**config.mk**
```make
export PLATFORM = sky130hd
export DESIGN_NAME = apb_multi_slave_mem
export DESIGN_NICKNAME = d
export VERILOG_FILES = /design/src/rtl/apb_multi_slave_mem.sv
export SDC_FILE = /design/constraint.sdc
export NUM_CORES = 2
export LEC_CHECK = 0
export ABC_AREA = 1
export ABC_CLOCK_PERIOD_IN_PS = 8400
export BUFFER_PORTS_ARGS = -buffer_cell sky130_fd_sc_hd__buf_4
export CORE_MARGIN = 4
export CORE_UTILIZATION = 68
export CTS_CLUSTER_DIAMETER = 40
export DETAILED_ROUTE_END_ITERATION = 10
export PLACE_DENSITY_LB_ADDON = 0.08
export SLEW_MARGIN = 0
export SYNTH_ARGS = -nofsm -noshare
export SYNTH_HDL_FRONTEND = slang
export SYNTH_SLANG_ARGS = --single-unit
```
**constraint.sdc**
```tcl
create_clock -name pclk -period 8.4 [get_ports pclk]
set_input_delay 2.1 -clock pclk [delete_from_list [all_inputs] [get_ports pclk]]
set_output_delay 2.1 -clock pclk [all_outputs]
set_load 0.02 [all_outputs]
```
**src/rtl/apb_multi_slave_mem.sv**
```systemverilog
// APB4 completer that models NO_OF_SLAVES word memories behind a one-hot pselx.
// It adds per-slave wait states, byte strobes, privilege checks, window decode and a saturating error counter.
module apb_multi_slave_mem #(
  parameter int unsigned NO_OF_SLAVES  = 4,
  parameter int unsigned ADDRESS_WIDTH = 32,
  parameter int unsigned DATA_WIDTH    = 32,
  parameter int unsigned MEM_DEPTH     = 16,
  parameter int unsigned GAP_WORDS     = 2,
  parameter int unsigned WAIT_W        = 4,
  parameter logic [NO_OF_SLAVES-1:0] PRIV_MASK = '0
) (
  input  logic                             pclk,
  input  logic                             preset,
  input  logic [NO_OF_SLAVES-1:0]          pselx,
  input  logic                             penable,
  input  logic                             pwrite,
  input  logic [ADDRESS_WIDTH-1:0]         paddr,
  input  logic [DATA_WIDTH-1:0]            pwdata,
  input  logic [DATA_WIDTH/8-1:0]          pstrb,
  input  logic [2:0]                       pprot,
  input  logic [NO_OF_SLAVES*WAIT_W-1:0]   wait_cfg,
  output logic                             pready,
  output logic [DATA_WIDTH-1:0]            prdata,
  output logic                             pslverr,
  output logic [7:0]                       err_count
);

  localparam int unsigned BYTES = DATA_WIDTH / 8;
  localparam int unsigned BSH   = $clog2(BYTES);
  localparam int unsigned WORDS = NO_OF_SLAVES * MEM_DEPTH;
  localparam int unsigned IW    = (WORDS > 1) ? $clog2(WORDS) : 1;
  localparam int unsigned SW    = (NO_OF_SLAVES > 1) ? $clog2(NO_OF_SLAVES) : 1;
  localparam logic [ADDRESS_WIDTH-1:0] REGION_B = ADDRESS_WIDTH'((MEM_DEPTH + GAP_WORDS) * BYTES);
  localparam logic [ADDRESS_WIDTH-1:0] WIN_B    = ADDRESS_WIDTH'(MEM_DEPTH * BYTES);
  localparam logic [ADDRESS_WIDTH-1:0] ALIGN_M  = ADDRESS_WIDTH'(BYTES - 1);

  typedef enum logic [1:0] {IDLE, SETUP, ACCESS} state_t;

  state_t                    r_state, w_next;
  logic [NO_OF_SLAVES-1:0]   r_sel;
  logic                      r_write;
  logic [ADDRESS_WIDTH-1:0]  r_addr;
  logic [DATA_WIDTH-1:0]     r_wdata;
  logic [BYTES-1:0]          r_strb;
  logic                      r_priv;
  logic [WAIT_W-1:0]         r_cnt;
  logic [7:0]                r_err_cnt;
  logic [DATA_WIDTH-1:0]     r_mem [WORDS];

  logic [SW-1:0]             w_sidx;
  logic                      w_found;
  logic [WAIT_W-1:0]         w_wait;
  logic [ADDRESS_WIDTH-1:0]  w_base, w_off, w_word;
  logic [IW-1:0]             w_idx;
  logic                      w_onehot, w_in_win, w_misalign, w_priv_err, w_rd_strb, w_err;
  logic                      w_done, w_abort, w_new_setup, w_capture;

  // Lowest set select bit picks the region; a non-one-hot select errors anyway.
  always_comb begin
    w_sidx  = '0;
    w_found = 1'b0;
    w_wait  = '0;
    for (int unsigned i = 0; i < NO_OF_SLAVES; i++) begin
      if (r_sel[i] && !w_found) begin
        w_sidx  = SW'(i);
        w_found = 1'b1;
        w_wait  = wait_cfg[i*WAIT_W +: WAIT_W];
      end
    end
  end

  always_comb begin
    w_base     = ADDRESS_WIDTH'(w_sidx) * REGION_B;
    w_off      = r_addr - w_base;
    w_word     = w_off >> BSH;
    w_idx      = IW'(ADDRESS_WIDTH'(w_sidx) * ADDRESS_WIDTH'(MEM_DEPTH) + w_word);
    w_onehot   = (r_sel != '0) && ((r_sel & (r_sel - NO_OF_SLAVES'(1))) == '0);
    w_in_win   = (r_addr >= w_base) && (w_off < WIN_B);
    w_misalign = (r_addr & ALIGN_M) != '0;
    w_priv_err = PRIV_MASK[w_sidx] && !r_priv;
    w_rd_strb  = !r_write && (r_strb != '0);
    w_err      = !w_onehot || !w_in_win || w_misalign || w_priv_err || w_rd_strb;
  end

  assign w_done      = (r_state == ACCESS) && (r_cnt == '0);
  assign w_abort     = (r_state == ACCESS) && (r_cnt != '0) && !((|pselx) && penable);
  assign w_new_setup = (|pselx) && !penable;
  assign w_capture   = (w_next == SETUP);

  always_ff @(posedge pclk) begin
    if (preset) r_state <= IDLE;
    else        r_state <= w_next;
  end

  always_comb begin
    w_next  = r_state;
    pready  = 1'b0;
    prdata  = '0;
    pslverr = 1'b0;
    case (r_state)
      IDLE:   if (w_new_setup) w_next = SETUP;
      SETUP:  w_next = ACCESS;
      ACCESS: begin
        if (w_done) begin
          pready  = 1'b1;
          pslverr = w_err;
          if (!r_write && !w_err) prdata = r_mem[w_idx];
          w_next  = w_new_setup ? SETUP : IDLE;
        end else if (w_abort) begin
          w_next = IDLE;
        end
      end
      default: w_next = IDLE;
    endcase
  end

  always_ff @(posedge pclk) begin
    if (preset) begin
      r_sel   <= '0;
      r_write <= 1'b0;
      r_addr  <= '0;
      r_wdata <= '0;
      r_strb  <= '0;
      r_priv  <= 1'b0;
      r_cnt   <= '0;
    end else begin
      if (w_capture) begin
        r_sel   <= pselx;
        r_write <= pwrite;
        r_addr  <= paddr;
        r_wdata <= pwdata;
        r_strb  <= pstrb;
        r_priv  <= pprot[0];
      end
      if (r_state == SETUP)                    r_cnt <= w_wait;
      else if (r_state == ACCESS && r_cnt != '0) r_cnt <= r_cnt - WAIT_W'(1);
    end
  end

  always_ff @(posedge pclk) begin
    if (preset)                                 r_err_cnt <= '0;
    else if (w_done && w_err && r_err_cnt != '1) r_err_cnt <= r_err_cnt + 8'd1;
  end
  assign err_count = r_err_cnt;

  always_ff @(posedge pclk) begin
    if (preset) begin
      for (int unsigned i = 0; i < WORDS; i++) r_mem[i] <= '0;
    end else if (w_done && r_write && !w_err) begin
      for (int unsigned b = 0; b < BYTES; b++)
        if (r_strb[b]) r_mem[w_idx][b*8 +: 8] <= r_wdata[b*8 +: 8];
    end
  end

endmodule

```
**Word-level counts from Yosys, hierarchy flattened**

Memory sizes are Yosys's and may differ from the RTL's.
Cells that the tools add are included.

- Register bits after elaboration: 88
- Bits in writable memories: 2048
- Output and inout port bits: 42
- Input bits: 95
- ROM bits: 0
- Memories kept: 1
- Word-level logic and storage cells: 112
- Latch bits: 0

Memories:

| memory | words | width | rd ports | clocked after memory_dff | write ports | line | RTL |
|---|---|---|---|---|---|---|---|
| r_mem | 64 | 32 | 1 | 0 | 64 | 48 | `logic [DATA_WIDTH-1:0] r_mem [WORDS];` |

- Shift-type cells: 0
- Equality and inequality tests: 4
- Reduce and logical (&&, ||, !) cells: 41
- Div/mod/pow operators: 0
- Bitwise logic cells: 1
- Multiply operators: 1
- Add/subtract/negate cells: 5
- Mux-type cells: 47
- Magnitude comparators: 3

Operators by type and width:

| kind | number |
|---|---|
| $mux W32 | 4 |
| $ge A32 B9 Y1 | 1 |
| $lt A32 B7 Y1 const B | 1 |
| $reduce_bool A32 Y1 | 1 |
| $reduce_or A32 Y1 | 1 |
| $sub A32 B9 Y32 | 1 |
| $mux W1 | 28 |
| $mux W4 | 7 |
| $logic_and A1 B1 Y1 | 17 |
| $reduce_bool A4 Y1 | 3 |
| $logic_not A1 Y1 | 10 |
| $mux W2 | 5 |
| $add A8 B1 Y8 const B | 1 |
| $logic_not A4 Y1 | 2 |
| $ne A8 B8 Y1 const B | 1 |
| $sub A4 B1 Y4 const B | 2 |
| $add A6 B6 Y6 | 1 |
| $mul A2 B4 Y6 const B | 1 |
| $mux W6 | 1 |
| $pmux W2 S3 | 1 |
| $and A4 B4 Y4 | 1 |
| $eq A2 B1 Y1 const B | 2 |
| $logic_or A1 B1 Y1 | 4 |
| $reduce_or A4 Y1 | 1 |
| 5 further kinds | 5 |

**Logic depth before layout (Yosys ltp)**

- Word-level depth: 26
- Depth in mapped cells: 25
- Mapped depth without buffers: 22

**Worst setup path before layout**

OpenSTA, ideal clock, no wires.

- Path type: flip-flop to output port
- Start: register r_sel[0]
- End: output prdata[23]
- Arrival time: 3423 ps
- Path buffers: 4
- Required time: 6300 ps
- Cell stages (with the launch flop): 17
- Setup slack: 2877 ps
- Cell sequence: dfxtp_1 > buf_2 > inv_1 > nand2_1 > nand2_1 > ha_1 > fa_1 > nor2_1 > nand2_1 > clkbuf_1 > clkbuf_1 > clkbuf_1 > o221ai_1 > nand2_1 > nand2_1 > nand3b_1 > nor2_1

- Cells in the longest elaborated chain, start to end: 24
- Elaborated cells between the ends (all ways): 38
- Classes of those cells: add/sub (3); mul (1); order compare (2); mux (11); bitwise (1); reduce/logical (19); memory (1)

RTL lines:

| element | line | RTL |
|---|---|---|
| start, declared | 40 | `logic [NO_OF_SLAVES-1:0] r_sel;` |
| start signal, assigned | 128 | `r_sel <= pselx;` |
| $mux W1 | 64 | `if (r_sel[i] && !w_found) begin` |
| $logic_not A1 Y1 | 64 |  |
| $logic_and A1 B1 Y1 | 64 |  |
| $mux W1 | 64 |  |
| $logic_not A1 Y1 | 64 |  |
| $logic_and A1 B1 Y1 | 64 |  |
| $mux W1 | 64 |  |
| $logic_not A1 Y1 | 64 |  |
| (+5 left out) | -- |  |
| $logic_and A1 B1 Y1 | 78 | `w_in_win = (r_addr >= w_base) && (w_off < WIN_B);` |
| $logic_not A1 Y1 | 82 | `w_err = !w_onehot \|\| !w_in_win \|\| w_misalign \|\| w_priv_err \|\| w_rd_strb;` |
| $logic_or A1 B1 Y1 (4 in a row) | 82 |  |
| $logic_not A1 Y1 | 107 | `if (!r_write && !w_err) prdata = r_mem[w_idx];` |
| $logic_and A1 B1 Y1 | 107 |  |
| $mux W32 * | 107 |  |
| $mux W32 * | 104 | `if (w_done) begin` |
| $mux W32 * | 100 | `case (r_state)` |
| end, declared | 23 | `output logic [DATA_WIDTH-1:0] prdata,` |

Mark *: on every way between the ends. The rest lies on a longest branch, timed or not. The select of a mux whose other input is x is not followed.

**Worst setup path in the final report**

- Start: register r_sel[0]
- End: output prdata[21]

Same word-level chain as after synthesis.

==> results by group <==
Outcome
  • Run status: complete, no violations

CTS
  • Total of cells resized after clock tree synthesis: 0
  • Post-CTS Setup Inserts: 0
  • TritonCTS sink count: ~2100
  • Clock network latency to the later pin of the worst-skew pair: ~0.87 ns
  • CTS Hold Buffers Added: 0
  • Clock tree buffer depth: 3
  • H-tree depth: 4
  • Number of clock buffers inserted by TritonCTS: 239
  • Clock Pin Slew Worst Setup and Hold Paths: ~0.06 ns
  • Clk Tree Root Cell: sky130_fd_sc_hd__clkbuf_16
  • CTS tree: yes

Power
  • Switching power total: about 8.4 mW
  • Fraction of power spent switching nets: 0.301
  • Clk network pwr share: 0.381
  • Part of the power in registers: 0.433
  • Internal: approximately 20 mW
  • Worst vdd ir: between 0.2 and 0.25 mV
  • Static Leak: around 36 nW
  • Pwr Density: between 200 and 300 mW/mm2
  • Comb power frac: 0.186

Final layout
  • Number of filler instances in the final layout: about 8700
  • Commonest cells after routing, fill and taps aside: 2638 x sky130_fd_sc_hd__nor2_1, 2048 x sky130_fd_sc_hd__edfxtp_1, 748 x sky130_fd_sc_hd__nand2_1, 657 x sky130_fd_sc_hd__o22ai_1, 251 x sky130_fd_sc_hd__buf_4
  • Final design instance area without fill: between 0.1 and 0.15 mm2
  • Layout Area Growth over Synthesis: 11.1%
  • Fraction of layout instances using a drive strength above 1: 0.139
  • Net count of the finished layout: between 8000 and 9000
  • Most common cell after layout, fill and taps aside: sky130_fd_sc_hd__nor2_1

Critical path
  • Slowest cell delay on critical path: between 0.8 and 0.9 ns
  • Data arrival time of the worst path: just over 6 ns
  • Buffer and inverter count on the worst path: 3
  • Top fanout value on the critical path: 24
  • Path type of the worst setup path: register to output port
  • Critical path required time: 6.30 ns
  • R2R setup slack: between 1.5 and 2 ns
  • Critical path's most frequent cell: sky130_fd_sc_hd__nand2_1
  • Startpoint kind of the worst setup timing path: register
  • Cell class contributing the biggest share of worst-path delay: simple AND/OR/NAND/NOR gates
  • Chain of cells forming the critical path: inv_1, nand2_1, nand2_1, ha_1, fa_1, nor2_2, nand2_1, nand2_1, nand2_2, nand2_1, nand2_1, nand2_1, nand2_1, nor2_1, nand2_1, nor2_4, nand4_1, buf_4, nor2_1, buf_4
  • Crit. End Element: output port
  • Slowest CP cell: sky130_fd_sc_hd__nand4_1

Place
  • Worst slack, placed: 1.19 ns
  • Number of port buffers: between 100 and 150
  • Post-detail-place hpwl: 179000 um
  • Gp weighted congestion: between 0.9 and 1
  • Cell area after placement: a little under 0.1 mm2

Yosys
  • Number of enable-type register cells in the synthesized netlist: just over 2000
  • Share of synthesized flip-flops with an asynchronous set or reset: 0
  • Predominant post-synthesis flop cell: sky130_fd_sc_hd__edfxtp_1
  • Synthesized area: approximately 0.094 mm2
  • Sequential element share of the synthesized area: 0.674
  • Flops & latches, synth: about 2100
  • Top post-synthesis cells by area: sky130_fd_sc_hd__edfxtp_1 66%, sky130_fd_sc_hd__nor2_1 11%, sky130_fd_sc_hd__o22ai_1 4.4%
  • Net count of the mapped netlist: 8331
  • Post-synthesis instance total: ~8000
  • Yosys top cell by area: sky130_fd_sc_hd__edfxtp_1
  • Count of unique library cells instantiated by Yosys: 50
  • Syn_area_per_cell: between 10 and 15 um2
  • Synth warn: 0
  • Area share of the leading cell type in the synthesized netlist: 0.655

Detailed routing
  • Final routed DRC violation total: 0
  • Iter 0 DRT Violations: around 11000
  • Total wire length after detailed routing: 286000 um
  • Average wire per cell in the routed design: about 28 um
  • Total number of vias: approximately 68000
  • Number of vias per cell after detailed routing: between 6 and 7
  • Final antenna-violating net count: 0
  • Number of detailed-route iterations in the first pass: 8

Floorplanning
  • Site Rows: approximately 140
  • Die extent in x: about 380 um
  • IO Count: 137
  • Initial standard-cell utilization of the core: 0.684
  • Area of the die: around 0.14 mm2
  • Y dimension of the die: between 300 and 400 um
  • Area inside the core boundary: roughly 0.14 mm2

Global routing
  • Pin count of the biggest net entering global routing: roughly 120
  • Global-route wire length before repair: around 420000 um
  • Global-route congestion overflow total: 0
  • GRT Util Overall: 0.391
  • Number of global-route vias before repair: 64900
  • Antenna violations before repair: 4

STA
  • Smallest setup slack after layout: 0.161 ns
  • Highest clock frequency the design can meet: approximately 120 MHz
  • Final cycle utilization of the critical path: 0.981
  • Final setup skew: roughly 0.031 ns
  • Actual transition at the worst max-transition pin: 1.42 ns
  • Worst max-slew margin expressed relative to the limit: 0.0496
  • Worst hold slack: roughly 0.44 ns
  • Slew Viols, Final: 0
  • Fin. Hold Viols: 0
  • Endpoints failing setup: 0
  • Shortest clock period the worst path allows after layout: slightly above 8 ns

Job
  • Max-cap violations: 0

Worst hold path
  • Kind of path behind the tightest hold check: register to register
-- per-stage QoR --
| stage | power (mW) | setup TNS [ns] | util | std cells |
|---|---|---|---|---|
| 5_1_grt | 28.7 | -0.0114 | 0.760 | 10100 |
| 3_5_place_dp | 17.3 | 0 | 0.700 | 9702 |
| 2_1_floorplan | 15.2 | 0 | - | 8227 |
| 6_report | 28.0 | 0 | 0.760 | 10100 |
| 4_1_cts | 27.8 | 0 | 0.759 | 10100 |
| 3_3_place_gp | 17.3 | 0 | 0.700 | 9702 |
-- layer usage --
metal  wire length (um)  share of wire  vias to the layer above  global-route usage
li1                   -              -                    29100                   -
met1              98300           0.34                    32700               0.521
met2             128000           0.45                     5001               0.584
met3              41400           0.14                      885               0.112
met4              19100          0.067                        4               0.223
met5                 27       0.000094                        -                   0
-- power by group through the flow --
stage / Clock [mW] / Sequential (mW) / Combinational, mW
6_report: 10.7 / 12.1 / 5.20
5_1_grt: 11.1 / 12.2 / 5.40
4_1_cts: 10.7 / 12.1 / 5.02
3_5_place_dp: 0 / 12.3 / 4.98
3_3_place_gp: 0 / 12.3 / 4.94
2_1_floorplan: 0 / 12.3 / 2.92
-- area by class of cell --
cell class,count,area [um2],share of cell area
clock buffers,288,6400,0.0613
repair buffers,280,2460,0.0236
multi-input cells,5353,27700,0.265
flip-flops and latches,2135,63200,0.606
inverters,140,553,0.00530
clock inverters,152,1740,0.0167
diodes,1,2.50,0.0000240
well taps,1794,2240,0.0215
-- logic make-up after synthesis --
kind of cell               synth area share
and+or+nand+nor                       0.215
DFF                                   0.674
AOI/OAI and AO/OA                    0.0752
buffers and inverters                0.0334
xor gates and xnor gates            0.00103
adders and majority gates           0.00128
-- final timing paths --
path	to	cells after the start	startpoint
setup / recovery	prdata[21]	20	r_sel[0]$_SDFFE_PP0N_
hold / removal	r_wdata[20]$_SDFFE_PP0N_	2	r_wdata[20]$_SDFFE_PP0N_
setup reg to reg	r_mem[14][21]$_SDFFCE_PN0P_	21	r_sel[0]$_SDFFE_PP0N_
hold reg to reg	r_wdata[20]$_SDFFE_PP0N_	2	r_wdata[20]$_SDFFE_PP0N_
-- cells in the mapped netlist, types with 3 or more instances --
cell	number
sky130_fd_sc_hd__a221oi_1	3
sky130_fd_sc_hd__nor2_4	17
sky130_fd_sc_hd__inv_2	10
sky130_fd_sc_hd__buf_2	31
sky130_fd_sc_hd__buf_1	21
sky130_fd_sc_hd__or2_2	113
sky130_fd_sc_hd__nor4_1	74
sky130_fd_sc_hd__nand3b_1	23
sky130_fd_sc_hd__buf_4	12
sky130_fd_sc_hd__o22a_1	47
sky130_fd_sc_hd__o21a_1	3
sky130_fd_sc_hd__nand3_4	223
sky130_fd_sc_hd__clkinv_1	4
sky130_fd_sc_hd__edfxtp_1	2048
sky130_fd_sc_hd__nor2_1	2657
sky130_fd_sc_hd__nor3_1	140
sky130_fd_sc_hd__a21oi_1	114
sky130_fd_sc_hd__o22ai_1	657
sky130_fd_sc_hd__nand3_2	21
sky130_fd_sc_hd__nand2_1	753
sky130_fd_sc_hd__o221ai_1	62
sky130_fd_sc_hd__inv_1	126
sky130_fd_sc_hd__a31oi_1	4
sky130_fd_sc_hd__o21ai_1	5
sky130_fd_sc_hd__nor2_2	47
sky130_fd_sc_hd__nor3_4	4
sky130_fd_sc_hd__buf_6	6
sky130_fd_sc_hd__o2111ai_1	17
sky130_fd_sc_hd__xor2_1	9
sky130_fd_sc_hd__nand4_1	38
sky130_fd_sc_hd__clkbuf_1	508
sky130_fd_sc_hd__o211ai_1	17
sky130_fd_sc_hd__ha_1	8
sky130_fd_sc_hd__buf_8	21
sky130_fd_sc_hd__dfxtp_1	87
sky130_fd_sc_hd__o21ai_0	201
sky130_fd_sc_hd__nand3_1	81
-- sequential cells by signal, indices dropped and copies added (netlist names) --
register / flops
r_wdata: 32
r_mem: 2048
err_count: 8
r_cnt: 4
r_write: 1
r_state: 2
r_sel: 4
r_addr: 32
r_strb: 4
-- tightest hold or removal path: stages (launching register included) --
cell and delay [ns]:
sky130_fd_sc_hd__dfxtp_1 0.30, sky130_fd_sc_hd__inv_2 0.05, sky130_fd_sc_hd__a21oi_1 0.05
Note: power is estimated with default switching activity, not from simulation.
